`src/rtl/ysyx_24100029_pkg.sv`:
```
// Shared types for the IFU/LSU memory arbiter: bus opcodes, arbiter
// states and master identifiers.
package ysyx_24100029_pkg;

  typedef enum logic [1:0] {
    OP_NONE  = 2'b00,
    OP_READ  = 2'b01,
    OP_WRITE = 2'b10
  } opcode_e;

  typedef enum logic [1:0] {
    ST_IDLE      = 2'b00,
    ST_GRANT_IFU = 2'b01,
    ST_GRANT_LSU = 2'b10
  } arb_state_e;

  typedef enum logic {
    M_IFU = 1'b0,
    M_LSU = 1'b1
  } master_e;

  // The reserved encoding 2'b11 counts as no request.
  function automatic logic op_valid(input logic [1:0] op);
    return (op == OP_READ) || (op == OP_WRITE);
  endfunction

endpackage

```
`src/rtl/ysyx_24100029_arb_pick.sv`:
```
// Winner selection between IFU and LSU requests.
// Macro YSYX_24100029_ARB_RR_EN: defined -> round-robin using a last_grant
// register; undefined -> fixed priority with LSU winning ties.
module ysyx_24100029_arb_pick
  import ysyx_24100029_pkg::*;
(
  input  logic    clk,
  input  logic    rst,
  input  logic    ifu_req,
  input  logic    lsu_req,
  input  logic    grant_en,
  output master_e winner
);

`ifdef YSYX_24100029_ARB_RR_EN
  master_e last_grant;

  // Remember who was granted most recently; reset favours LSU on the first tie.
  always_ff @(posedge clk) begin
    if (rst) begin
      last_grant <= M_IFU;
    end else if (grant_en) begin
      last_grant <= winner;
    end
  end

  // On a tie, the master that did not win last time goes next.
  always_comb begin
    winner = M_IFU;
    if (ifu_req && lsu_req) begin
      winner = (last_grant == M_IFU) ? M_LSU : M_IFU;
    end else if (lsu_req) begin
      winner = M_LSU;
    end
  end
`else
  // Fixed priority keeps no history, so clock/reset/grant have no loads here.
  logic unused_fixed;
  assign unused_fixed = ^{clk, rst, grant_en, ifu_req};

  // LSU wins whenever it requests; otherwise IFU.
  always_comb begin
    winner = M_IFU;
    if (lsu_req) begin
      winner = M_LSU;
    end
  end
`endif

endmodule

```
`src/rtl/ysyx_24100029_mem_arbiter.sv`:
```
// Two-master (IFU, LSU) to one-slave arbiter in front of the address crossbar.
// One transaction at a time; the granted request is registered toward the
// crossbar and the response is forwarded combinationally to the granted
// master only. Arbitration mode is chosen by YSYX_24100029_ARB_RR_EN
// (see ysyx_24100029_arb_pick).
//
// state        | meaning
// -------------+------------------------------------------------------
// ST_IDLE      | no transaction, xbar_* zero, sampling master requests
// ST_GRANT_IFU | IFU request on xbar, waiting for xbar_resp
// ST_GRANT_LSU | LSU request on xbar, waiting for xbar_resp
module ysyx_24100029_mem_arbiter
  import ysyx_24100029_pkg::*;
(
  input  logic        clk,
  input  logic        rst,

  input  logic [31:0] ifu_addr,
  input  logic [1:0]  ifu_opcode,
  input  logic [2:0]  ifu_size,
  output logic [31:0] ifu_rdata,
  output logic        ifu_resp,

  input  logic [31:0] lsu_addr,
  input  logic [1:0]  lsu_opcode,
  input  logic [31:0] lsu_wdata,
  input  logic [3:0]  lsu_wstrb,
  input  logic [2:0]  lsu_size,
  output logic [31:0] lsu_rdata,
  output logic        lsu_resp,

  output logic [31:0] xbar_addr,
  output logic [1:0]  xbar_opcode,
  output logic [31:0] xbar_wdata,
  output logic [3:0]  xbar_wstrb,
  output logic [2:0]  xbar_size,
  input  logic [31:0] xbar_rdata,
  input  logic        xbar_resp
);

  arb_state_e state;
  master_e    winner;
  logic       ifu_req;
  logic       lsu_req;
  logic       grant_en;

  assign ifu_req  = op_valid(ifu_opcode);
  assign lsu_req  = op_valid(lsu_opcode);
  assign grant_en = (state == ST_IDLE) && (ifu_req || lsu_req);

  ysyx_24100029_arb_pick u_pick (
    .clk      (clk),
    .rst      (rst),
    .ifu_req  (ifu_req),
    .lsu_req  (lsu_req),
    .grant_en (grant_en),
    .winner   (winner)
  );

  // Response goes straight through to whoever holds the grant; xbar_resp in
  // IDLE belongs to nobody and is dropped.
  assign ifu_resp  = (state == ST_GRANT_IFU) && xbar_resp;
  assign lsu_resp  = (state == ST_GRANT_LSU) && xbar_resp;
  assign ifu_rdata = ifu_resp ? xbar_rdata : 32'h0;
  assign lsu_rdata = lsu_resp ? xbar_rdata : 32'h0;

  // Grant FSM and request register; the registered xbar_* fields stay frozen
  // for the whole grant, so masters may drop or change their inputs freely.
  always_ff @(posedge clk) begin
    if (rst) begin
      state       <= ST_IDLE;
      xbar_addr   <= 32'h0;
      xbar_opcode <= OP_NONE;
      xbar_wdata  <= 32'h0;
      xbar_wstrb  <= 4'h0;
      xbar_size   <= 3'h0;
    end else begin
      case (state)
        ST_IDLE: begin
          if (grant_en) begin
            if (winner == M_LSU) begin
              state       <= ST_GRANT_LSU;
              xbar_addr   <= lsu_addr;
              xbar_opcode <= lsu_opcode;
              xbar_wdata  <= lsu_wdata;
              xbar_wstrb  <= lsu_wstrb;
              xbar_size   <= lsu_size;
            end else begin
              // IFU only ever reads; a WRITE opcode from it is issued as READ.
              state       <= ST_GRANT_IFU;
              xbar_addr   <= ifu_addr;
              xbar_opcode <= OP_READ;
              xbar_wdata  <= 32'h0;
              xbar_wstrb  <= 4'h0;
              xbar_size   <= ifu_size;
            end
          end
        end
        ST_GRANT_IFU, ST_GRANT_LSU: begin
          if (xbar_resp) begin
            state       <= ST_IDLE;
            xbar_addr   <= 32'h0;
            xbar_opcode <= OP_NONE;
            xbar_wdata  <= 32'h0;
            xbar_wstrb  <= 4'h0;
            xbar_size   <= 3'h0;
          end
        end
        default: begin
          state       <= ST_IDLE;
          xbar_addr   <= 32'h0;
          xbar_opcode <= OP_NONE;
          xbar_wdata  <= 32'h0;
          xbar_wstrb  <= 4'h0;
          xbar_size   <= 3'h0;
        end
      endcase
    end
  end

endmodule
```
`config.mk`:
```
export PLATFORM = sky130hd
export DESIGN_NAME = ysyx_24100029_mem_arbiter
export DESIGN_NICKNAME = d
export VERILOG_FILES = /design/src/rtl/ysyx_24100029_pkg.sv /design/src/rtl/ysyx_24100029_arb_pick.sv /design/src/rtl/ysyx_24100029_mem_arbiter.sv
export SDC_FILE = /design/constraint.sdc
export NUM_CORES = 1
export LEC_CHECK = 0
export CORE_MARGIN = 10
export CORE_UTILIZATION = 39
export CTS_CLUSTER_SIZE = 25
export DETAILED_ROUTE_END_ITERATION = 10
export PLACE_DENSITY = 0.87
export SYNTH_ARGS = -nofsm -noshare
export SYNTH_HDL_FRONTEND = slang
export SYNTH_SLANG_ARGS = --single-unit
export TNS_END_PERCENT = 30
```
`constraint.sdc`:
```
create_clock -name clk -period 5.1 [get_ports clk]
set_clock_uncertainty 0.15 [all_clocks]
set_input_delay 1.53 -clock clk [delete_from_list [all_inputs] [get_ports clk]]
set_output_delay 1.53 -clock clk [all_outputs]
set_load 0.005 [all_outputs]
```
# Word-level counts from Yosys, hierarchy flattened
# Index checks and enable logic that the tools add are counted.
word_totals:
  inputBits: 145
  out_inout_bits: 139
  regBits: 75
classes:
  reduce_logical: 9
  n_eq_ne: 8
  n_mux: 25
op_table:
  columns: ["cell", "n"]
  rows:
  - ["two-way mux 32 bit", 7]
  - ["one-hot mux 32 bit (2 select lines)", 2]
  - ["two-way mux 4 bit", 3]
  - ["two-way mux 2 bit", 5]
  - ["two-way mux 3 bit", 3]
  - ["one-hot mux 2 bit (2 select lines)", 2]
  - ["one-hot mux 4 bit (2 select lines)", 1]
  - ["equality test 2 x 1 -> 1 bit, second input constant", 3]
  - ["equality test 2 bit, second input constant", 3]
  - ["one-hot mux 3 bit (2 select lines)", 1]
  - ["inequality test 2 bit, second input constant", 2]
  - ["logical AND 1 bit", 3]
  - ["logical OR 1 bit", 3]
  - ["zero test 2 bit", 1]
  - ["AND reduction 2 bit", 1]
  - ["OR reduction 2 bit", 1]
  - ["two-way mux 1 bit", 1]

# Depth between registers and ports, before layout
depth:
  depth_word: 6
  mapped_depth: 7

# By module
# A second synthesis with hierarchy kept.
hier_totals:
  cells_unflattened: 299
  hier_area_um2: 3233.1
modules_own_cells:
  columns: ["mod", "cells_each", "area_per_inst_um2", "n_inst", "seq_area_each_um2"]
  rows:
  - ["ysyx_24100029_mem_arbiter", 298, 3225.6, 1, 1501.4]
  - ["ysyx_24100029_arb_pick", 1, 7.5, 1, 0.0]

# Worst setup path before layout
# OpenSTA, ideal clock, no wires.
synth_path:
  path_type: "input port to output port"
  startpoint: "input port xbar_resp"
  endpoint: "output port lsu_rdata[25]"
  n_path_buf: 2
  cell_stages: 3
  setup_slack_ps: 1293
  t_arrival_ps: 2127
  required_time_ps: 3420
  cell_sequence: "clkbuf_1 clkbuf_1 and3_1"
synth_via:
  elab_chain_len: 2
synth_rtl:
  columns: ["element", "line_no", "source"]
  rows:
  - ["from (decl)", "ysyx_24100029_mem_arbiter.sv:38", "input logic xbar_resp"]
  - ["logical AND 1 bit", "ysyx_24100029_mem_arbiter.sv:63", "assign lsu_resp = (state == ST_GRANT_LSU) && xbar_resp;"]
  - ["two-way mux 32 bit", "ysyx_24100029_mem_arbiter.sv:65", "assign lsu_rdata = lsu_resp ? xbar_rdata : 32'h0;"]
  - ["to (decl)", "ysyx_24100029_mem_arbiter.sv:29", "output logic [31:0] lsu_rdata,"]
# No other way between the ends.

# Worst setup path in the final report
layout_path:
  startpoint: "input port xbar_resp"
  endpoint: "output port ifu_rdata[22]"
layout_via:
  elab_chain_len: 2
layout_rtl:
  columns: ["element", "line_no", "source"]
  rows:
  - ["logical AND 1 bit", "ysyx_24100029_mem_arbiter.sv:62", "assign ifu_resp = (state == ST_GRANT_IFU) && xbar_resp;"]
  - ["two-way mux 32 bit", "ysyx_24100029_mem_arbiter.sv:64", "assign ifu_rdata = ifu_resp ? xbar_rdata : 32'h0;"]
  - ["to (decl)", "ysyx_24100029_mem_arbiter.sv:21", "output logic [31:0] ifu_rdata,"]
# No other way between the ends.

==> results by group <==
Clocking
  • Clock transition at path regs: 0.07 ns
  • Cts hold-fix bufs: 0
  • Clk Latency, worst-skew pair: 0.34 ns
  • CTS tree: yes
  • Htree depth: 3
  • Clock buffer depth: 2
  • Cts repair resizes: 0
  • CTS Buf Count: 9
  • Setup bufs post-CTS: 0
  • Clk root buf: clkbuf_8
  • CTS Sinks: 75

Timing
  • Slew Viols, Final: 0
  • Slew Limit Headroom: 0.357
  • Final WS setup: 0.421 ns
  • Fin crit period: 4.68 ns
  • Period utilization: 0.917
  • RSZ-0062 raised after global routing: no
  • Final setup vio count: 0
  • Final Hold Viols: 0
  • Worst Max-Slew Pin Slew: 0.964 ns
  • Fmax: 0.214 GHz
  • Sum Neg Setup Slack: 0 ns

Floorplan
  • # rows: 37
  • Die area: 0.0153 mm²
  • DIE WIDTH: 124 µm
  • Starting Density: 0.404
  • CORE AREA: 0.0104 mm²
  • Top Ports: 284
  • Die Span Y: 124 µm

Setup path
  • Critical Path Most Common Cell: clkdlybuf4s50_1
  • Slowest library cell on the worst path: clkdlybuf4s50_1
  • CP required: 3.42 ns
  • Worst R2R Path Depth: 6
  • Crit path DAT: 3.00 ns
  • Crit-path max FO: 67
  • R2R Path End: xbar_addr[2]$_SDFFE_PP0P_
  • CP peak stage delay: 0.54 ns
  • Reg2Reg Setup Slack: 2.83 ns
  • Crit path kind: primary input to primary output
  • Worst reg2reg startpoint: state[1]$_SDFFE_PP0P_
  • Worst path cell trace: clkdlybuf4s50_1 > buf_12 > and3_1 > clkdlybuf4s50_1
  • Crit end category: primary output
  • Critical Path Source Type: primary input

Global route
  • Initial antenna violation count: 0
  • Gr usage total: 0.199
  • Global-route wire length before repair: 24.0 mm
  • Largest net degree at the start of global routing: 68
  • Vias in the first global route: 4,473
  • Overflow after GRT: 0

Placed design
  • Hpwl dp: 12.8 mm
  • # placed instances: 841
  • I/O Buffers: 283
  • Setup WS pre-CTS: 0.428 ns
  • Routability cong.: 0.825

Run
  • Max capacitance violation total: 0

Detailed routing
  • Initial DRC Count: 154
  • DR vias: 4,240
  • Drt pass-1 iters: 7
  • Vias per cell: 4.95
  • Routed wire per std cell: 18.8 µm
  • Count of unresolved DRC violations after routing: 0
  • Total Wirelength: 16.1 mm
  • Final ANT Viol Nets: 0

Synth
  • Cells after Synth: 456
  • Yosys reg bits: 75
  • Ys Warns: 0
  • Register area share after synthesis: 0.357
  • Synthesized cell area: 0.00421 mm²
  • Largest cells by area after synthesis: dfxtp_1, mux2i_1, nand2b_1
  • Number of flops mapped to enable cells by yosys: 0
  • Top post-synthesis cells by count: dfxtp_1, nand2b_1, mux2i_1
  • Leading area contributor after synthesis: dfxtp_1
  • Primary FF master, synth: dfxtp_1
  • Syn_area_per_cell: 9.22 µm²
  • Syn_nets: 606
  • Ys async rst share: 0
  • Share of the synthesized area in the top cell type: 0.357
  • Synth cell types: 23

Power and ir drop
  • Lkg Pwr: 2.92 nW
  • PwrDens: 275 mW/mm²
  • Worst VDD drop: 0.153 mV

Finish
  • Antenna Cells: 0
  • Final #Nets: 866
  • Share of layout cells above drive strength 1: 0.0847
  • Layout area overhead: 72.6%
  • Finished Layout Cells: 856

Outcome
  • Status: finished, final reports clean

Min path
  • Worst hold endpoint: xbar_addr[9]$_SDFFE_PP0P_
  • Number of cells on the worst hold path: 2
  • Worst Hold Class: register to register
  • Hold Path Origin: xbar_addr[9]$_SDFFE_PP0P_
how the worst max path moves through the flow:
stage | from | endpoint | slack (ns) | cells past startpoint
4_1_cts | xbar_resp | ifu_rdata[29] | 0.42 | 4
2_1_floorplan | xbar_resp | lsu_rdata[25] | 1.29 | 3
5_1_grt | xbar_resp | lsu_rdata[20] | 0.35 | 4
3_5_place_dp | xbar_resp | ifu_rdata[13] | 0.43 | 4
6_report | xbar_resp | ifu_rdata[22] | 0.42 | 4
3_3_place_gp | xbar_resp | ifu_rdata[29] | 0.44 | 4
routing by layer:
| layer | track usage | up-vias | wire (µm) |
|---|---|---|---|
| li1 | - | 2043 | - |
| met1 | 0.195 | 1953 | 5680 |
| met2 | 0.350 | 208 | 8010 |
| met3 | 0.0905 | 36 | 1790 |
| met4 | 0.0983 | 0 | 624 |
| met5 | 0 | - | 0 |
logic make-up after synthesis:
kind of cell | Yosys count | share of synthesized area
xor+xnor | 1 | 0.00208
buf+inv | 43 | 0.0640
compound gates | 4 | 0.00654
mux | 109 | 0.270
fa+ha+maj | 5 | 0.0149
flops | 75 | 0.357
simple gates | 219 | 0.286
placed cells by master (no fill, tap or decap):
| master | synthesis | routed |
|---|---|---|
| a211oi_1 | 1 | 1 |
| nand2b_1 | 75 | 75 |
| nand2_1 | 73 | 73 |
| buf_12 | 0 | 2 |
| and3_1 | 64 | 64 |
| a21oi_1 | 1 | 1 |
| nor2b_2 | 0 | 1 |
| buf_4 | 3 | 4 |
| mux2i_1 | 74 | 74 |
| xor2_1 | 1 | 1 |
| ha_1 | 5 | 5 |
| and2_1 | 2 | 2 |
| bufinv_16 | 0 | 3 |
| clkinv_2 | 0 | 1 |
| or3b_2 | 1 | 1 |
| clkbuf_1 | 20 | 1 |
| nand3b_1 | 1 | 1 |
| dfxtp_1 | 75 | 75 |
| clkdlybuf4s50_1 | 0 | 282 |
| mux2_2 | 35 | 35 |
| clkinvlp_4 | 0 | 1 |
| inv_1 | 3 | 3 |
| buf_2 | 5 | 1 |
| clkbuf_8 | 0 | 9 |
| nor3b_4 | 1 | 1 |
| o21ba_2 | 1 | 1 |
| o21ai_4 | 0 | 1 |
| nor2_1 | 1 | 1 |
through the flow:
| stage | instance area (µm²) | hold WS [ns] | util | total power, W |
|---|---|---|---|---|
| finish | 7260 | 0.325 | 0.697 | 0.00200 |
| floorplan | 4210 | 0.318 | - | 0.00110 |
| global route | 7260 | 0.343 | 0.697 | 0.00211 |
| CTS | 7260 | 0.328 | 0.697 | 0.00203 |
| detailed placement | 7030 | 0.315 | 0.675 | 0.00149 |
| global placement | 7030 | 0.310 | 0.675 | 0.00146 |
registers in the layout (all words and copies together) (netlist names):
register,count
xbar_addr,32
xbar_wdata,32
state,2
xbar_size,3
xbar_wstrb,4
xbar_opcode,2
power by group:
part           switching [W]  total [W]  internal [W]
clock               0.000212   0.000533      0.000322
sequential         0.0000430   0.000713      0.000670
combinational       0.000308   0.000754      0.000446
area by class of cell:
cell class | count | area (µm²)
fillers | 792 | 3160
clock buffers | 10 | 128
flip-flops and latches | 75 | 1500
clock inverters | 5 | 103
well taps | 136 | 170
repair buffers | 289 | 2900
multi-input cells | 338 | 2450
inverters | 3 | 11.3
critical path: cells and delay by family:
| family | cells | cell delay [ns] |
|---|---|---|
| buffers and inverters | 3 | 1.27 |
| and+or+nand+nor | 1 | 0.18 |
Power figures use the tool's default switching activity.
